File: config.mk
export PLATFORM = sky130hd
export DESIGN_NAME = spi_slave_regs_flat
export DESIGN_NICKNAME = d
export VERILOG_FILES = /design/src/rtl/spi_slave_regs_if.sv /design/src/rtl/spi_slave_regs.sv /design/src/flat_wrapper.sv
export SDC_FILE = /design/constraint.sdc
export NUM_CORES = 1
export LEC_CHECK = 0
export CAP_MARGIN = 30
export CELL_PAD_IN_SITES_DETAIL_PLACEMENT = 1
export CELL_PAD_IN_SITES_GLOBAL_PLACEMENT = 1
export CORE_ASPECT_RATIO = 0.6
export CORE_MARGIN = 5
export CORE_UTILIZATION = 50
export CTS_CLUSTER_DIAMETER = 30
export DETAILED_ROUTE_END_ITERATION = 8
export HOLD_SLACK_MARGIN = 0.08
export PLACE_DENSITY = 0.8
export SYNTH_ARGS = -nofsm -noshare
export SYNTH_HDL_FRONTEND = slang
export SYNTH_SLANG_ARGS = --single-unit
File: constraint.sdc
create_clock -name clk -period 6.96 [get_ports clk]
set_input_delay 2.088 -clock clk [delete_from_list [all_inputs] [get_ports clk]]
set_output_delay 2.088 -clock clk [all_outputs]
set_load 0.01 [all_outputs]
File: src/rtl/spi_slave_regs_if.sv
// Pin and local-port bundle of the SPI register responder.
interface spi_slave_regs_if;
  logic       ss;
  logic       sck;
  logic       mosi;
  logic       miso;
  logic       miso_oe;
  logic       wr_valid;
  logic [6:0] wr_addr;
  logic [7:0] wr_data;
  logic       rd_valid;
  logic       done;
  logic [6:0] host_addr;
  logic [7:0] host_rdata;

  modport slave (
    input  ss, sck, mosi, host_addr,
    output miso, miso_oe, wr_valid, wr_addr, wr_data, rd_valid, done, host_rdata
  );

  modport master (
    output ss, sck, mosi, host_addr,
    input  miso, miso_oe, wr_valid, wr_addr, wr_data, rd_valid, done, host_rdata
  );
endinterface

File: src/rtl/spi_slave_regs.sv
// SPI mode-0 register responder, oversampled in the clk domain.
// Frame: command byte {rw, addr[6:0]} then one data byte, MSB first.
module spi_slave_regs #(
  parameter int unsigned NREG   = 16,
  parameter logic [7:0]  DEV_ID = 8'hA5
) (
  input  logic             clk,
  input  logic             rst,
  spi_slave_regs_if.slave  bus
);

  localparam int unsigned AW = 7;
  localparam int unsigned DW = 8;
  localparam int unsigned CW = 4;
  localparam int unsigned IW = (NREG > 1) ? $clog2(NREG) : 1;
  localparam logic [AW-1:0] ID_ADDR = 7'h7F;

  typedef enum logic [1:0] {IDLE, CMD, DATA, TAIL} state_t;

  state_t          state_q;
  logic [2:0]      ss_q, sck_q;
  logic [1:0]      mosi_q;
  logic [DW-2:0]   rx_q;
  logic [DW-1:0]   tx_q;
  logic [CW-1:0]   cnt_q;
  logic            rw_q;
  logic [AW-1:0]   addr_q;
  logic [DW-1:0]   bank_q [NREG];
  logic            miso_q, miso_oe_q, wr_valid_q, rd_valid_q, done_q;
  logic [AW-1:0]   wr_addr_q;
  logic [DW-1:0]   wr_data_q;

  logic            ss_rise, ss_fall, sck_rise, sck_fall, mosi_s;
  logic [AW-1:0]   cmd_addr_c;
  logic [DW-1:0]   cmd_rval_c, rx_byte_c, host_rdata_c;

  // Reset-to-0 synchronisers: ss held low through reset is not seen as a new frame.
  assign ss_rise    =  ss_q[1]  & ~ss_q[2];
  assign ss_fall    = ~ss_q[1]  &  ss_q[2];
  assign sck_rise   =  sck_q[1] & ~sck_q[2];
  assign sck_fall   = ~sck_q[1] &  sck_q[2];
  assign mosi_s     =  mosi_q[1];
  assign cmd_addr_c = {rx_q[DW-3:0], mosi_s};
  assign rx_byte_c  = {rx_q, mosi_s};

  always_comb begin
    cmd_rval_c = '0;
    if (cmd_addr_c < AW'(NREG))  cmd_rval_c = bank_q[IW'(cmd_addr_c)];
    else if (cmd_addr_c == ID_ADDR) cmd_rval_c = DEV_ID;
  end

  always_comb begin
    host_rdata_c = '0;
    if (bus.host_addr < AW'(NREG))  host_rdata_c = bank_q[IW'(bus.host_addr)];
    else if (bus.host_addr == ID_ADDR) host_rdata_c = DEV_ID;
  end

  always_ff @(posedge clk or negedge rst) begin
    if (!rst) begin
      state_q    <= IDLE;
      ss_q       <= '0;
      sck_q      <= '0;
      mosi_q     <= '0;
      rx_q       <= '0;
      tx_q       <= '0;
      cnt_q      <= '0;
      rw_q       <= 1'b0;
      addr_q     <= '0;
      miso_q     <= 1'b0;
      miso_oe_q  <= 1'b0;
      wr_valid_q <= 1'b0;
      rd_valid_q <= 1'b0;
      done_q     <= 1'b0;
      wr_addr_q  <= '0;
      wr_data_q  <= '0;
      for (int i = 0; i < int'(NREG); i++) bank_q[i] <= '0;
    end else begin
      ss_q       <= {ss_q[1:0], bus.ss};
      sck_q      <= {sck_q[1:0], bus.sck};
      mosi_q     <= {mosi_q[0], bus.mosi};
      wr_valid_q <= 1'b0;
      rd_valid_q <= 1'b0;
      done_q     <= 1'b0;

      if (ss_rise) begin
        done_q    <= (state_q == TAIL);
        state_q   <= IDLE;
        miso_oe_q <= 1'b0;
        miso_q    <= 1'b0;
      end else begin
        unique case (state_q)
          IDLE: if (ss_fall) begin
            cnt_q     <= '0;
            rx_q      <= '0;
            miso_q    <= 1'b0;
            miso_oe_q <= 1'b1;
            state_q   <= CMD;
          end
          CMD: if (sck_rise) begin
            rx_q  <= rx_byte_c[DW-2:0];
            cnt_q <= cnt_q + CW'(1);
            if (cnt_q == CW'(7)) begin
              rw_q   <= rx_q[DW-2];
              addr_q <= cmd_addr_c;
              if (rx_q[DW-2]) begin
                tx_q       <= cmd_rval_c;
                rd_valid_q <= 1'b1;
              end
              state_q <= DATA;
            end
          end
          DATA: begin
            if (sck_fall && rw_q) begin
              miso_q <= tx_q[DW-1];
              tx_q   <= {tx_q[DW-2:0], 1'b0};
            end
            if (sck_rise) begin
              rx_q <= rx_byte_c[DW-2:0];
              // Counter parks at 15 on the final rise instead of wrapping.
              if (cnt_q == CW'(15)) begin
                state_q <= TAIL;
                if (!rw_q && (addr_q < AW'(NREG))) begin
                  bank_q[IW'(addr_q)] <= rx_byte_c;
                  wr_addr_q  <= addr_q;
                  wr_data_q  <= rx_byte_c;
                  wr_valid_q <= 1'b1;
                end
              end else begin
                cnt_q <= cnt_q + CW'(1);
              end
            end
          end
          TAIL: ;
          default: state_q <= IDLE;
        endcase
      end
    end
  end

  assign bus.miso       = miso_q;
  assign bus.miso_oe    = miso_oe_q;
  assign bus.wr_valid   = wr_valid_q;
  assign bus.wr_addr    = wr_addr_q;
  assign bus.wr_data    = wr_data_q;
  assign bus.rd_valid   = rd_valid_q;
  assign bus.done       = done_q;
  assign bus.host_rdata = host_rdata_c;

endmodule

File: src/flat_wrapper.sv
// flat-port wrapper written by rule: the top's interface ports become plain ports
module spi_slave_regs_flat 
#(
  parameter int unsigned NREG   = 16,
  parameter logic [7:0]  DEV_ID = 8'hA5
)
  (clk, rst, bus_ss, bus_sck, bus_mosi, bus_host_addr, bus_miso, bus_miso_oe, bus_wr_valid, bus_wr_addr, bus_wr_data, bus_rd_valid, bus_done, bus_host_rdata);
  spi_slave_regs_if bus_i ();
  input  logic clk;
  input  logic rst;
  input wire logic [$bits(bus_i.ss)-1:0] bus_ss;
  input wire logic [$bits(bus_i.sck)-1:0] bus_sck;
  input wire logic [$bits(bus_i.mosi)-1:0] bus_mosi;
  input wire logic [$bits(bus_i.host_addr)-1:0] bus_host_addr;
  output wire logic [$bits(bus_i.miso)-1:0] bus_miso;
  output wire logic [$bits(bus_i.miso_oe)-1:0] bus_miso_oe;
  output wire logic [$bits(bus_i.wr_valid)-1:0] bus_wr_valid;
  output wire logic [$bits(bus_i.wr_addr)-1:0] bus_wr_addr;
  output wire logic [$bits(bus_i.wr_data)-1:0] bus_wr_data;
  output wire logic [$bits(bus_i.rd_valid)-1:0] bus_rd_valid;
  output wire logic [$bits(bus_i.done)-1:0] bus_done;
  output wire logic [$bits(bus_i.host_rdata)-1:0] bus_host_rdata;
  assign bus_i.ss = bus_ss;
  assign bus_i.sck = bus_sck;
  assign bus_i.mosi = bus_mosi;
  assign bus_i.host_addr = bus_host_addr;
  assign bus_miso = bus_i.miso;
  assign bus_miso_oe = bus_i.miso_oe;
  assign bus_wr_valid = bus_i.wr_valid;
  assign bus_wr_addr = bus_i.wr_addr;
  assign bus_wr_data = bus_i.wr_data;
  assign bus_rd_valid = bus_i.rd_valid;
  assign bus_done = bus_i.done;
  assign bus_host_rdata = bus_i.host_rdata;
  spi_slave_regs #(.NREG(NREG), .DEV_ID(DEV_ID)) u_core (.clk(clk), .rst(rst), .bus(bus_i));
endmodule
* Yosys cells after proc, flatten, opt, wreduce, memory -nomap -nowiden *
Cells that the tools add are included.

word-level totals
  memories = 0
  bits in read-only memories = 0
  memory bits (writable) = 0
  register bits = 185
  latch bits = 0
  bits of input ports = 12
  output and inout port bits = 28

operators by class
  add/sub/neg operators = 1
  shift operators = 0
  equal/unequal tests = 21
  divide/modulo/power cells = 0
  multiply operators = 0
  muxes and demuxes = 51
  bitwise gates (word level) = 12
  magnitude comparators = 7
  reduce and logical (&&, ||, !) cells = 21

operator list
  kind                                                                           count
  128-bit bitwise mux                                                            1
  8-bit 2-to-1 mux                                                               13
  8-bit binary-select mux with 4-bit select                                      2
  8-bit demux with 4-bit select                                                  1
  7-bit by 5-bit less-than comparator with 1-bit output (second input constant)  3
  3-bit by 1-bit != test with 1-bit output (second input constant)               6
  6-bit AND reduction                                                            3
  1-bit 2-to-1 mux                                                               17
  4-bit 2-to-1 mux                                                               4
  8-bit case mux with 2 select lines                                             1
  5-bit >= comparator (second input constant)                                    3
  4-bit NOT with 5-bit output                                                    3
  7-bit equality test (second input constant)                                    2
  7-bit 2-to-1 mux                                                               2
  2-bit by 1-bit != test with 1-bit output (second input constant)               7
  7-bit case mux with 2 select lines                                             1
  2-bit 2-to-1 mux                                                               6
  4-bit case mux with 3 select lines                                             1
  4-bit AND reduction                                                            2
  2-bit nonzero test                                                             4
  2-bit case mux with 3 select lines                                             1
  3-bit nonzero test                                                             2
  5-bit by 1-bit less-than comparator with 1-bit output (second input constant)  1
  1-bit NOT                                                                      5
  other kinds (16)                                                               22

* Logic depth before layout (Yosys ltp) *
  depth after elaboration = 9
  mapped depth = 10
  mapped depth without buffers = 8

* Worst setup path before layout *
OpenSTA, ideal clock, no wires.

  kind = input port to output port
  from = in bus_host_addr[0]
  to = out bus_host_rdata[5]
  stages = 8
  buffers on the path = 3
  setup slack = 854 ps
  arrival = 4018 ps
  cell sequence = clkbuf_1 > buf_2 > buf_1 > mux2_2 > a21oi_1 > o21ai_0 > nand3_1 > o211ai_1

on the way
  word-level cells in the longest chain between the ends = 5

ends and longest elaborated chain
  item                                                 line                  source
  start: declaration                                   flat_wrapper.sv:14    input wire logic [$bits(bus_i.host_addr)-1:0] bus_host_addr;
  4-bit NOT with 5-bit output (not written as such)    spi_slave_regs.sv:54  if (bus.host_addr < AW'(NREG)) host_rdata_c = bank_q[IW'(bus.host_addr)];
  8-bit binary-select mux with 4-bit select            spi_slave_regs.sv:54
  8-bit 2-to-1 mux (not written as such) (2 in a row)  spi_slave_regs.sv:54
  8-bit 2-to-1 mux (*)                                 spi_slave_regs.sv:54
  end: declaration                                     flat_wrapper.sv:22    output wire logic [$bits(bus_i.host_rdata)-1:0] bus_host_rdata;

Every way passes the cells marked *; elsewhere a longest branch is shown, timed or not. The select of a mux whose other input is x is not followed.

* Final worst setup path *
  from = in bus_host_addr[2]
  to = out bus_host_rdata[1]

The elaborated chain is that of the path after synthesis.

==> flow_summary_export.csv <==
group,metric,value,unit
status,status,"completed",
global_routing,grt_usage,25.28,%
power,power.share.switching,30.86,%
global_routing,grt_pass1_vias,7012,
logic_synthesis,ys.flop_type,"dfrtp_1",
logic_synthesis,yosysUniqueCellTypes,49,
clock_tree,cts_resized,0,
placed_design,portBuffers,39,
layout,layout_common_cells,"dfrtp_1, mux2_2, nand2_1",
layout,final_cells,1006,
logic_synthesis,synth_seq_cells,185,
logic_synthesis,async_reset_ff_share,100.0,%
global_routing,antenna_found_initial,0,
die,num_rows,39,
route,vias,6387,
critical_path,cp.required,4.87,ns
layout,final_common_cell,"dfrtp_1",
clock_tree,cts_max_level,4,
power,p_switching,0.0007779,W
clock_tree,cts_hold_buf,0,
layout,nFillCells,1855,
route,postRouteAntennaNets,0,
layout,syn_to_final_growth,12.40,%
global_routing,grt_max_degree,77,
clock_tree,cts.clk_slew.worst_paths,0.08,ns
logic_synthesis,syn-num-nets,752,
clock_tree,cts.sinks,185,
clock_tree,clock_latency,0.45,ns
clock_tree,cts_buffers,17,
layout,num-nets-final,767,
critical_path,arrival,4.45,ns
route,wl_per_cell,26.33,um
timing,slew_headroom,35.15,%
critical_path,path_max_fanout,25,
die,start_util,50.48,%
route,first_pass_iters,4,
global_routing,grt_pass1_wl,42200,um
timing,period_share,93.93,%
logic_synthesis,synth_cells,732,
die,die-area,0.02196,sq mm
logic_synthesis,syn_avg_cell_area,12.99,sq um
power,clock_power_share,37.7,%
route,drt_iter0_markers,455,
timing,slew_violations,0,
logic_synthesis,synth_edf_count,0,
die,ios,40,
power,p_total,0.002521,W
layout,drive_gt1_share,34.21,%
placed_design,gp_congestion,0.8878,
power,p_leak,4.806,nW
timing,rsz0062_at_grt,"false",
layout,antenna_cells,0,
route,drc,0,
power,pwr-share-seq,46.0,%
clock_tree,cts_setup_buffers,0,
min_path,hp-class,"reg -> reg",
timing,worst_slack,0.4224,ns
timing,hold_ws,0.3485,ns
die,die_w,188.0,um
clock_tree,cts_root_buffer,"clkbuf_16",
global_routing,grt_overflow,0,
logic_synthesis,yosys_warnings,0,
timing,period_needed,6.538,ns
logic_synthesis,seq_area_frac_synth,48.69,%
timing,setup_violations,0,
route,wirelength,26490,um
layout,multi_input_area,0.004627,sq mm
die,design.core.area,0.01884,sq mm
power,p_comb_share,16.3,%
critical_path,start_kind,"input port",
power,worst_ir_drop_vdd,0.2047,mV
timing,worst_pin_slew,0.9627,ns
logic_synthesis,synth.cell_area,0.009508,sq mm
clock_tree,clockBufferDepth,2,
power,p_int,0.001743,W
critical_path,critPathKind,"in -> out",
power,power.density,235.9,mW/mm^2
layout,ff_latch_area,0.004633,sq mm
clock_tree,cts_tree,"built",
die,die_height,116.8,um
timing,hold_viol_final,0,
placed_design,post-dp-hpwl,17350,um
placed_design,pre_cts_ws,0.5461,ns
placed_design,place_inst,973,
timing,fmaxAchievable,153.0,MHz
timing,fin_tns_setup,0,ns
route,vias_per_cell,6.349,
timing,fin_worst_skew,0.01288,ns
critical_path,setup.worst_path.end_class,"output port",
flow_run,drv_cap,0,
## logic make-up after synthesis
group	count (synthesis)	synth area share, %
multiplexers	241	32.71
AO/OA/AOI/OAI	89	6.593
flip-flops	185	48.69
adder cells (fa/ha/maj)	8	1.053
AND/OR/NAND/NOR	144	8.304
buffers and inverters	65	2.645
## path summary, 6_finish.rpt
kind	startpoint	end	slack (ns)	cells past startpoint
min reg2reg	u_core.sck_q[0]	u_core.sck_q[1]	0.35	0
min in group asynchronous	rst	u_core.bus.wr_addr[3]	1.66	1
min	u_core.sck_q[0]	u_core.sck_q[1]	0.35	0
max	bus_host_addr[2]	bus_host_rdata[1]	0.42	7
max reg2reg	u_core.state_q[0]	u_core.bank_q[58]	2.81	8
max in group asynchronous	rst	u_core.bank_q[98]	4.11	2
## registers in the layout (all words and copies together) (netlist names), 2 cells and up
signal              flops
u_core.mosi_q           2
u_core.ss_q             3
u_core.rx_q             7
u_core.bank_q         128
u_core.tx_q             8
u_core.addr_q           7
u_core.sck_q            3
u_core.cnt_q            4
u_core.bus.wr_data      8
u_core.bus.wr_addr      7
u_core.state_q          2
## cells in the mapped netlist, types with 4 or more instances
cell	number	area [sq um]
a211oi_1	9	67.56
a21boi_0	4	30.03
a21oi_1	12	60.06
a22o_1	9	78.83
a22oi_1	18	135.1
and2_1	8	50.05
and3_1	6	37.54
buf_1	7	26.28
buf_2	6	30.03
clkbuf_1	43	161.4
dfrtp_1	185	4629
ha_1	8	100.1
inv_1	8	30.03
mux2_2	148	1667
mux2i_1	52	520.5
mux4_2	41	923.4
nand2_1	55	206.5
nand2b_1	8	50.05
nand3_1	9	45.04
nand4_1	4	25.02
nor2_1	10	37.54
nor2_2	9	56.30
nor2b_1	11	68.82
o211ai_1	5	37.54
o21ai_0	17	85.08
## through the flow
step / utilization, % / cell area (sq um)
floorplan: - / 9508
global placement: 53.71 / 10120
detailed placement: 53.71 / 10120
CTS: 56.70 / 10680
global route: 56.74 / 10690
finish: 56.74 / 10690
## final cells by class
cell class,instances,area share (%)
clock buffer,18,4.016
inverter,9,0.3161
multi-input combinational,482,43.30
tap,246,2.880
clock inverter,14,1.253
timing repair buffer,52,4.882
sequential,185,43.36
## routing by layer
metal	vias to the layer above	routed length, um	GRT usage [%]
li1	2748	-	-
met5	-	0	0
met3	38	1626	6.639
met4	0	401	7.576
met1	3409	12270	34.65
met2	192	12190	40.44
## critical path, cell delays in order
cell and delay [ns]:
clkdlybuf4s50_1 0.46, buf_4 0.39, mux4_2 0.38, nor2b_1 0.15, a211oi_1 0.31, a211oi_1 0.13, clkdlybuf4s50_1 0.53
## power by group through the flow
stage	clock network [W]	logic (W)	registers (W)
detailed placement	0	0.000405	0.00118
finish	0.000951	0.000411	0.00116
CTS	0.000967	0.000408	0.00116
floorplan	0	0.000281	0.00116
global route	0.00101	0.000443	0.00116
global placement	0	0.000381	0.00117
Note: power is estimated with default switching activity, not from simulation.
